### src/rtl/apb_req_arbiter.sv
// apb_req_arbiter
// ---------------------------------------------------------------------------
// Shares one APB3 bus between two independent requesters.
//
// Each requester raises a simple valid/done request. The arbiter picks one
// round-robin, runs the APB SETUP and ACCESS phases toward the slave, and
// returns the read data and error status with a one-cycle done pulse.
//
// Optional feature (compile-time macro APB_ARB_TIMEOUT_EN):
//   When defined, a watchdog aborts an ACCESS phase after TIMEOUT_CYC cycles
//   with PREADY low. The aborted transfer completes with rq_err=1 and
//   rq_rdata=0. When undefined, ACCESS waits for PREADY indefinitely.
//
// Parameters:
//   ADDR_W       APB address width
//   DATA_W       APB data width
//   TIMEOUT_CYC  ACCESS wait budget (used only with APB_ARB_TIMEOUT_EN)
//
// Ports:
//   PCLK, PRESETn   clock; asynchronous active-low reset
//   rq_valid[1:0]   request pending, per requester
//   rq_write[1:0]   1 = write, 0 = read, per requester
//   rq_addr[i]      request address, per requester
//   rq_wdata[i]     write data, per requester
//   rq_done[1:0]    one-cycle completion pulse, per requester
//   rq_rdata        read data of the completed transfer (0 for writes)
//   rq_err          PSLVERR (or timeout) of the completed transfer
//   PSEL, PENABLE, PWRITE, PADDR, PWDATA   APB master outputs (registered)
//   PRDATA, PREADY, PSLVERR                APB slave responses
// ---------------------------------------------------------------------------
module apb_req_arbiter #(
  parameter int ADDR_W      = 32,
  parameter int DATA_W      = 32,
  parameter int TIMEOUT_CYC = 16
) (
  input  logic                   PCLK,
  input  logic                   PRESETn,
  input  logic [1:0]             rq_valid,
  input  logic [1:0]             rq_write,
  input  logic [1:0][ADDR_W-1:0] rq_addr,
  input  logic [1:0][DATA_W-1:0] rq_wdata,
  output logic [1:0]             rq_done,
  output logic [DATA_W-1:0]      rq_rdata,
  output logic                   rq_err,
  output logic                   PSEL,
  output logic                   PENABLE,
  output logic                   PWRITE,
  output logic [ADDR_W-1:0]      PADDR,
  output logic [DATA_W-1:0]      PWDATA,
  input  logic [DATA_W-1:0]      PRDATA,
  input  logic                   PREADY,
  input  logic                   PSLVERR
);

  typedef enum logic [1:0] {
    ST_IDLE   = 2'd0,
    ST_SETUP  = 2'd1,
    ST_ACCESS = 2'd2
  } state_t;

  // A zero wait budget would abort every transfer on its first ACCESS
  // cycle; this guard block documents that TIMEOUT_CYC must be at least 1.
  if (TIMEOUT_CYC < 1) begin : g_timeout_cfg_invalid
  end

  state_t              state_q,   state_d;
  logic                last_q,    last_d;     // requester granted most recently
  logic                gnt_q,     gnt_d;      // requester owning the bus now
  logic                psel_q,    psel_d;
  logic                penable_q, penable_d;
  logic                pwrite_q,  pwrite_d;
  logic [ADDR_W-1:0]   paddr_q,   paddr_d;
  logic [DATA_W-1:0]   pwdata_q,  pwdata_d;
  logic [1:0]          done_q,    done_d;
  logic [DATA_W-1:0]   rdata_q,   rdata_d;
  logic                err_q,     err_d;

  logic [1:0]          eligible;
  logic                pick;

`ifdef APB_ARB_TIMEOUT_EN
  localparam int CNT_W = $clog2(TIMEOUT_CYC + 1);
  localparam logic [CNT_W-1:0] TMO_LAST = CNT_W'(TIMEOUT_CYC - 1);
  logic [CNT_W-1:0]    tmo_cnt_q, tmo_cnt_d;
`endif

  // A requester whose done pulse is showing has not yet had a chance to
  // drop its valid, so it is masked for that one cycle.
  assign eligible = rq_valid & ~done_q;
  // Tie goes to whoever did not win last time; otherwise the lone requester.
  assign pick     = (eligible == 2'b11) ? ~last_q : eligible[1];

  always_comb begin
    state_d   = state_q;
    last_d    = last_q;
    gnt_d     = gnt_q;
    psel_d    = psel_q;
    penable_d = penable_q;
    pwrite_d  = pwrite_q;
    paddr_d   = paddr_q;
    pwdata_d  = pwdata_q;
    done_d    = 2'b00;        // done is a single-cycle pulse
    rdata_d   = rdata_q;
    err_d     = err_q;
`ifdef APB_ARB_TIMEOUT_EN
    tmo_cnt_d = tmo_cnt_q;
`endif

    unique case (state_q)
      ST_IDLE: begin
        if (|eligible) begin
          gnt_d    = pick;
          last_d   = pick;
          pwrite_d = rq_write[pick];
          paddr_d  = rq_addr[pick];
          pwdata_d = rq_wdata[pick];
          psel_d   = 1'b1;
          state_d  = ST_SETUP;
        end
      end

      ST_SETUP: begin
        penable_d = 1'b1;
        state_d   = ST_ACCESS;
`ifdef APB_ARB_TIMEOUT_EN
        tmo_cnt_d = '0;
`endif
      end

      ST_ACCESS: begin
        if (PREADY) begin
          done_d[gnt_q] = 1'b1;
          err_d         = PSLVERR;
          rdata_d       = pwrite_q ? '0 : PRDATA;
          psel_d        = 1'b0;
          penable_d     = 1'b0;
          state_d       = ST_IDLE;
        end
`ifdef APB_ARB_TIMEOUT_EN
        // This cycle would be the TIMEOUT_CYC-th with PREADY low: give up.
        else if (tmo_cnt_q == TMO_LAST) begin
          done_d[gnt_q] = 1'b1;
          err_d         = 1'b1;
          rdata_d       = '0;
          psel_d        = 1'b0;
          penable_d     = 1'b0;
          state_d       = ST_IDLE;
        end else begin
          tmo_cnt_d = tmo_cnt_q + 1'b1;
        end
`endif
      end

      default: begin
        psel_d    = 1'b0;
        penable_d = 1'b0;
        state_d   = ST_IDLE;
      end
    endcase
  end

  always_ff @(posedge PCLK or negedge PRESETn) begin
    if (!PRESETn) begin
      state_q   <= ST_IDLE;
      last_q    <= 1'b1;      // requester 0 wins the first tie
      gnt_q     <= 1'b0;
      psel_q    <= 1'b0;
      penable_q <= 1'b0;
      pwrite_q  <= 1'b0;
      paddr_q   <= '0;
      pwdata_q  <= '0;
      done_q    <= 2'b00;
      rdata_q   <= '0;
      err_q     <= 1'b0;
`ifdef APB_ARB_TIMEOUT_EN
      tmo_cnt_q <= '0;
`endif
    end else begin
      state_q   <= state_d;
      last_q    <= last_d;
      gnt_q     <= gnt_d;
      psel_q    <= psel_d;
      penable_q <= penable_d;
      pwrite_q  <= pwrite_d;
      paddr_q   <= paddr_d;
      pwdata_q  <= pwdata_d;
      done_q    <= done_d;
      rdata_q   <= rdata_d;
      err_q     <= err_d;
`ifdef APB_ARB_TIMEOUT_EN
      tmo_cnt_q <= tmo_cnt_d;
`endif
    end
  end

  assign PSEL     = psel_q;
  assign PENABLE  = penable_q;
  assign PWRITE   = pwrite_q;
  assign PADDR    = paddr_q;
  assign PWDATA   = pwdata_q;
  assign rq_done  = done_q;
  assign rq_rdata = rdata_q;
  assign rq_err   = err_q;

endmodule

### config.mk
export PLATFORM = sky130hd
export DESIGN_NAME = apb_req_arbiter
export DESIGN_NICKNAME = d
export VERILOG_FILES = /design/src/rtl/apb_req_arbiter.sv
export SDC_FILE = /design/constraint.sdc
export NUM_CORES = 1
export LEC_CHECK = 0
export CORE_MARGIN = 3
export CORE_UTILIZATION = 41
export CTS_CLUSTER_SIZE = 10
export DETAILED_ROUTE_END_ITERATION = 7
export PLACE_DENSITY = 0.83
export RECOVER_POWER = 25
export SETUP_SLACK_MARGIN = 0.02
export SYNTH_ARGS = -nofsm -noshare
export SYNTH_HDL_FRONTEND = slang
export SYNTH_SLANG_ARGS = --single-unit
### constraint.sdc
create_clock -name PCLK -period 2.07 [get_ports PCLK]
set_input_delay 0.414 -clock PCLK [delete_from_list [all_inputs] [get_ports PCLK]]
set_output_delay 0.414 -clock PCLK [all_outputs]
set_load 0.01 [all_outputs]
Yosys cells after proc, flatten, opt, wreduce, memory -nomap -nowiden. Index checks and enable logic that the tools add are counted.

Order comparisons: 3. Multiplexer cells: 19. Eq/ne operators: 5. Bitwise gates (word level): 5. Reduce and logical (&&, ||, !) cells: 8.

Operators with widths (count): 32-bit two-way mux (5); 2-bit two-way mux (4); 2-bit AND reduction (4); 1-bit two-way mux (6); 1-bit case mux with 3 select lines (2); 2-bit case mux with 3 select lines (1); 2-bit == test (second input constant) (2); 1-bit by 2-bit < comparator with 1-bit output (second input constant) (2); 2-bit != test (second input constant) (2); 1-bit inverter (3); 3-bit AND reduction (1); 2-bit bitwise AND (1); 2-bit by 1-bit == test with 1-bit output (second input constant) (1); 2-bit logical NOT (1); 2-bit inverter (1); 2-bit OR reduction (1); 1-bit demux with 1-bit select (1); 1-bit >= comparator (second input constant) (1); 1-bit logical AND (1).

Bits of input ports: 168. Bits in registers: 106. Logic and storage cells: 51.

Longest topological paths before layout.
Depth after elaboration: 6. Gate-level depth with buffers: 6.

Worst setup path before layout. OpenSTA, ideal clock, no wires.

Path kind: input to register. Start: in rq_valid[0]. End: reg paddr_q[22] (netlist: PADDR[22]). Slack: 0.628 ns. Arrival time: 1.316 ns. Setup time: 0.126 ns. Stages on the path: 6. Cells stage by stage: nor2b_2 -> a21boi_4 -> buf_8 -> buf_12 -> mux2i_1 -> a21oi_1.

Longest elaborated chain between the ends: 5.

Ends and longest elaborated chain: start: declaration (line 38) `input logic [1:0] rq_valid,`; 2-bit bitwise AND (*) (line 89) `assign eligible = rq_valid & ~done_q;`; 2-bit == test (line 91) `assign pick = (eligible == 2'b11) ? ~last_q : eligible[1];`; 1-bit two-way mux (line 91); 32-bit two-way mux (implied by the code) (2 in a row) (line 115) `paddr_d = rq_addr[pick];`; end signal: assignment (line 185) `paddr_q <= paddr_d;`; end: declaration (line 72) `logic [ADDR_W-1:0] paddr_q, paddr_d;`.

Every way passes the cells marked *; elsewhere a longest branch is shown, timed or not. The select of a mux whose other input is x is not followed. A chain may end at the register's enable or synchronous reset.

Worst setup path in the final report.
Start: in rq_valid[1]. End: reg paddr_q[6] (netlist: PADDR[6]).

The elaborated chain is that of the path after synthesis.

==> results.md <==
Outcome:
- The flow ran to the end, and the final reports show no timing, DRC or antenna violations.

Logic synthesis:
- The total number of yosys warnings is 0.
- In this run, synthesis inferred 0 flip-flops with an integrated enable.
- In this run the cell area of the synthesized design comes to 4728 um^2.
- The sequential fraction of the synthesis area is 56.13%.
- The net count of the mapped netlist is 619.
- The average cell area after synthesis is 10.48 um^2.
- After synthesis the netlist holds a flip-flop and latch count of 106.
- Yosys mapped the design onto 23 distinct sky130hd cell types.
- The cell count after synthesis came out at 451.
- The most used flip-flop cell after synthesis is sky130_fd_sc_hd__dfrtp_1.
- The post-synthesis async set-or-reset flop share is 100.0%.

Critical path:
- The worst setup path is of the in -> reg kind.
- At the worst endpoint, the required time is 2290 ps.
- The worst setup path is launched from an input pin.
- The standard cell with the maximum stage delay on the critical path is sky130_fd_sc_hd__clkdlybuf4s50_1.
- The arrival time of data at the critical path endpoint is 1950 ps.
- The worst register-to-register path ends at PADDR[6].
- Traced cell by cell, the critical path runs through clkdlybuf4s50_1 -> nor2b_4 -> a21boi_4 -> buf_12 -> mux2i_1 -> a21oi_1.
- The element type at the critical path end is a flop.
- Of all nets on the critical path, the largest fanout is 35.
- For the worst flop-to-flop path, the logic depth is 5.
- On the worst path, the slowest cell contributes a delay of 460 ps.
- The startpoint identified for the worst register-to-register timing path is rq_done[1].
- The setup check on the worst reg-to-reg path leaves a slack of 480 ps.

Detailed routing:
- The final routed wire length divided by cell count is 16.45 um.
- The remaining antenna violation count after routing is 0.
- The final layout contains routed wiring with a total length of 14100 um.
- The detailed router's first-iteration violation count is 167.
- The number of vias per cell is 4.904.
- The routed via count is 4203.
- Before antenna repair, the detailed router went through 4 iterations.
- For this run, design rule violations remaining after detail routing come to 0.

Cells and area:
- 0 antenna diodes ended up in the layout.
- The filler-free cell count of the finished design is 857.
- The finished cells cover 7824 um^2.
- The share of post-route cells with drive strength above 1 is 4.603%.
- The final standard cell utilization of the core is 70.93%.
- The number of fill cells is 831.
- The area added between synthesis and finish is 65.47%.
- The net total in the final layout is 880.
- The most frequent standard cell in the layout excluding fill and tap cells is sky130_fd_sc_hd__clkdlybuf4s50_1.
- In the layout the commonest cells are sky130_fd_sc_hd__clkdlybuf4s50_1 (267), sky130_fd_sc_hd__dfrtp_1 (105), sky130_fd_sc_hd__nor2_1 (69), sky130_fd_sc_hd__mux2i_1 (66), sky130_fd_sc_hd__a21oi_1 (65).

Worst hold path:
- Along the worst hold path, the cell count comes to 1.
- The worst hold path class is reg -> reg.
- The sink of the worst hold path is rq_done[0].
- The startpoint of the tightest hold check path is gnt_q.

Power:
- The power after layout is 10700 uW.
- The maximum VDD drop is 0.7438 mV.
- The power density over cell area is 1368 nW/um^2.
- In this run the static leakage power is 0.003280 uW.

CTS:
- In this run, CTS created clock tree buffers numbering 9.
- The clock root buffer master is sky130_fd_sc_hd__clkbuf_16.
- For this design, the sink count on the clock tree is 106.
- In this run the deepest clock path goes through 2 buffers.
- TritonCTS built the clock tree.
- The register clock-pin slew on the reported worst setup and hold paths is 70 ps.
- The H-tree was split into 3 levels.
- The source-to-sink clock delay at the later pin of the worst-skew pair is 350 ps.

STA:
- Setup violations remaining at the end of the flow were counted as 0.
- The post-route fraction of the period consumed by the critical path is 83.75%.
- The worst-case clock skew is 8.779 ps.
- In this run the tightest slew margin relative to its limit is 43.89%.
- The slack of the critical path is 336.3 ps.
- The hold violation count in the final report is 0.
- The clock period minus final worst setup slack is 1734 ps.
- Setup repair after global routing left no endpoint under its margin.
- The final number of max-transition violations came to 0.
- The slew at the pin closest to its max-slew limit is 841.6 ps.
- The maximum operating frequency is 0.5768 GHz.

Floorplanning:
- The die span in y is 113.4 um.
- The die outline area is 12860 um^2.
- The core area is 11030 um^2.
- The initialized floorplan defines 38 standard-cell rows.
- Once the floorplan was initialized, standard cells occupied 42.87% of the core.
- For this design the top-level I/O count stands at 270.
- The overall die width is 113.4 um.

Place:
- Once placement completed, the tool counted placed cells totaling 840.
- The detailed placement HPWL is 10970 um.
- Summing all placed instances gives a cell area of 7531 um^2.
- The count of buffers from port buffering is 269.
- Routability-driven placement finished with a final weighted congestion of 0.7753.
- Before CTS, the worst setup slack after placement is -17.38 ps.

Global routing:
- After global routing the overflow that remains totals 0.
- The number of global-route vias before repair is 4495.
- Entering global routing, the biggest net connects 57 pins.
- The wire length of the first global-routing pass is 22400 um.
- The overall global routing resource usage is 22.06%.
- The number of antenna violations at the first check in global routing was 0.

Run:
- Max-cap violations in this run came to 0.
-- how the worst max path moves through the flow --
stage | start | to | slack [ps]
CTS | rq_done[1] | rq_done[1] | 330
global route | rq_valid[1] | PWDATA[0] | 270
detailed placement | rq_valid[1] | PADDR[6] | -20
global placement | rq_valid[1] | PADDR[3] | 60
floorplan | rq_valid[0] | PADDR[22] | 630
finish | rq_valid[1] | PADDR[6] | 340
-- metrics by stage --
stage | hold slack (ps) | TNS (ps)
4_1_cts | 434.6 | 0
2_1_floorplan | 118.4 | 0
6_report | 431.9 | 0
5_1_grt | 447.3 | 0
3_5_place_dp | 329.9 | -37.32
3_3_place_gp | 320.3 | 0
-- cells by family after synthesis --
kind of cell    after synthesis  synth area share, %
simple gates                138                13.10
buf+inv                      35                4.948
flops                       106                56.13
mux                          67                14.21
compound gates              105                11.62
-- cell usage after synthesis (2+ instances only) --
cell type	instances	area share (%)
sky130_fd_sc_hd__a21oi_1	65	6.9
sky130_fd_sc_hd__buf_12	4	1.7
sky130_fd_sc_hd__inv_1	3	0.24
sky130_fd_sc_hd__clkbuf_1	11	0.87
sky130_fd_sc_hd__buf_4	3	0.48
sky130_fd_sc_hd__o21a_1	2	0.32
sky130_fd_sc_hd__mux2i_1	66	14
sky130_fd_sc_hd__nand2_1	33	2.6
sky130_fd_sc_hd__o21ai_1	35	3.7
sky130_fd_sc_hd__nor2_1	69	5.5
sky130_fd_sc_hd__buf_2	12	1.3
sky130_fd_sc_hd__dfrtp_1	105	56
sky130_fd_sc_hd__nand2b_1	33	4.4
-- layout make-up --
| cell class | instances | area (um^2) | area share [%] |
|---|---|---|---|
| repair buffers | 282 | 2836 | 36.25 |
| flip-flops and latches | 106 | 2654 | 33.92 |
| multi-input cells | 310 | 1848 | 23.62 |
| clock buffers | 9 | 225.2 | 2.879 |
| well taps | 140 | 175.2 | 2.239 |
| clock inverters | 7 | 73.82 | 0.9435 |
| inverters | 3 | 11.26 | 0.1439 |
-- critical path, delay by kind of cell --
kind / cells / cell delay [ps]
buffers and inverters: 2 / 730
AO/OA/AOI/OAI: 2 / 360
multiplexers: 1 / 250
AND/OR/NAND/NOR: 1 / 160
-- power by group --
group	switching (uW)	internal, uW	total [uW]
clock network	778	947	1730
logic	2440	2870	5310
registers	573	3100	3670
-- flip-flops by register name, indices dropped and copies added (netlist names) --
| signal | count |
|---|---|
| PADDR | 32 |
| PWDATA | 32 |
| rq_rdata | 32 |
| rq_done | 2 |
| state_q | 2 |
| PENABLE | 1 |
| PSEL | 1 |
| PWRITE | 1 |
| gnt_q | 1 |
| last_q | 1 |
| rq_err | 1 |
-- what timing repair did --
action,CTS,global route
hold buffers,1,0
gates resized for setup,0,0
endpoints found under the hold margin,18,0
buffers inserted,0,0
-- routing by layer --
layer,GRT usage [%],part of all wire (%),vias to the layer above
met3,7.215,8.9,36
met5,0,0,-
li1,-,-,2045
met2,39.61,52,176
met4,10.74,3.8,0
met1,23.20,35,1946
(Power assumes the default switching activity.)
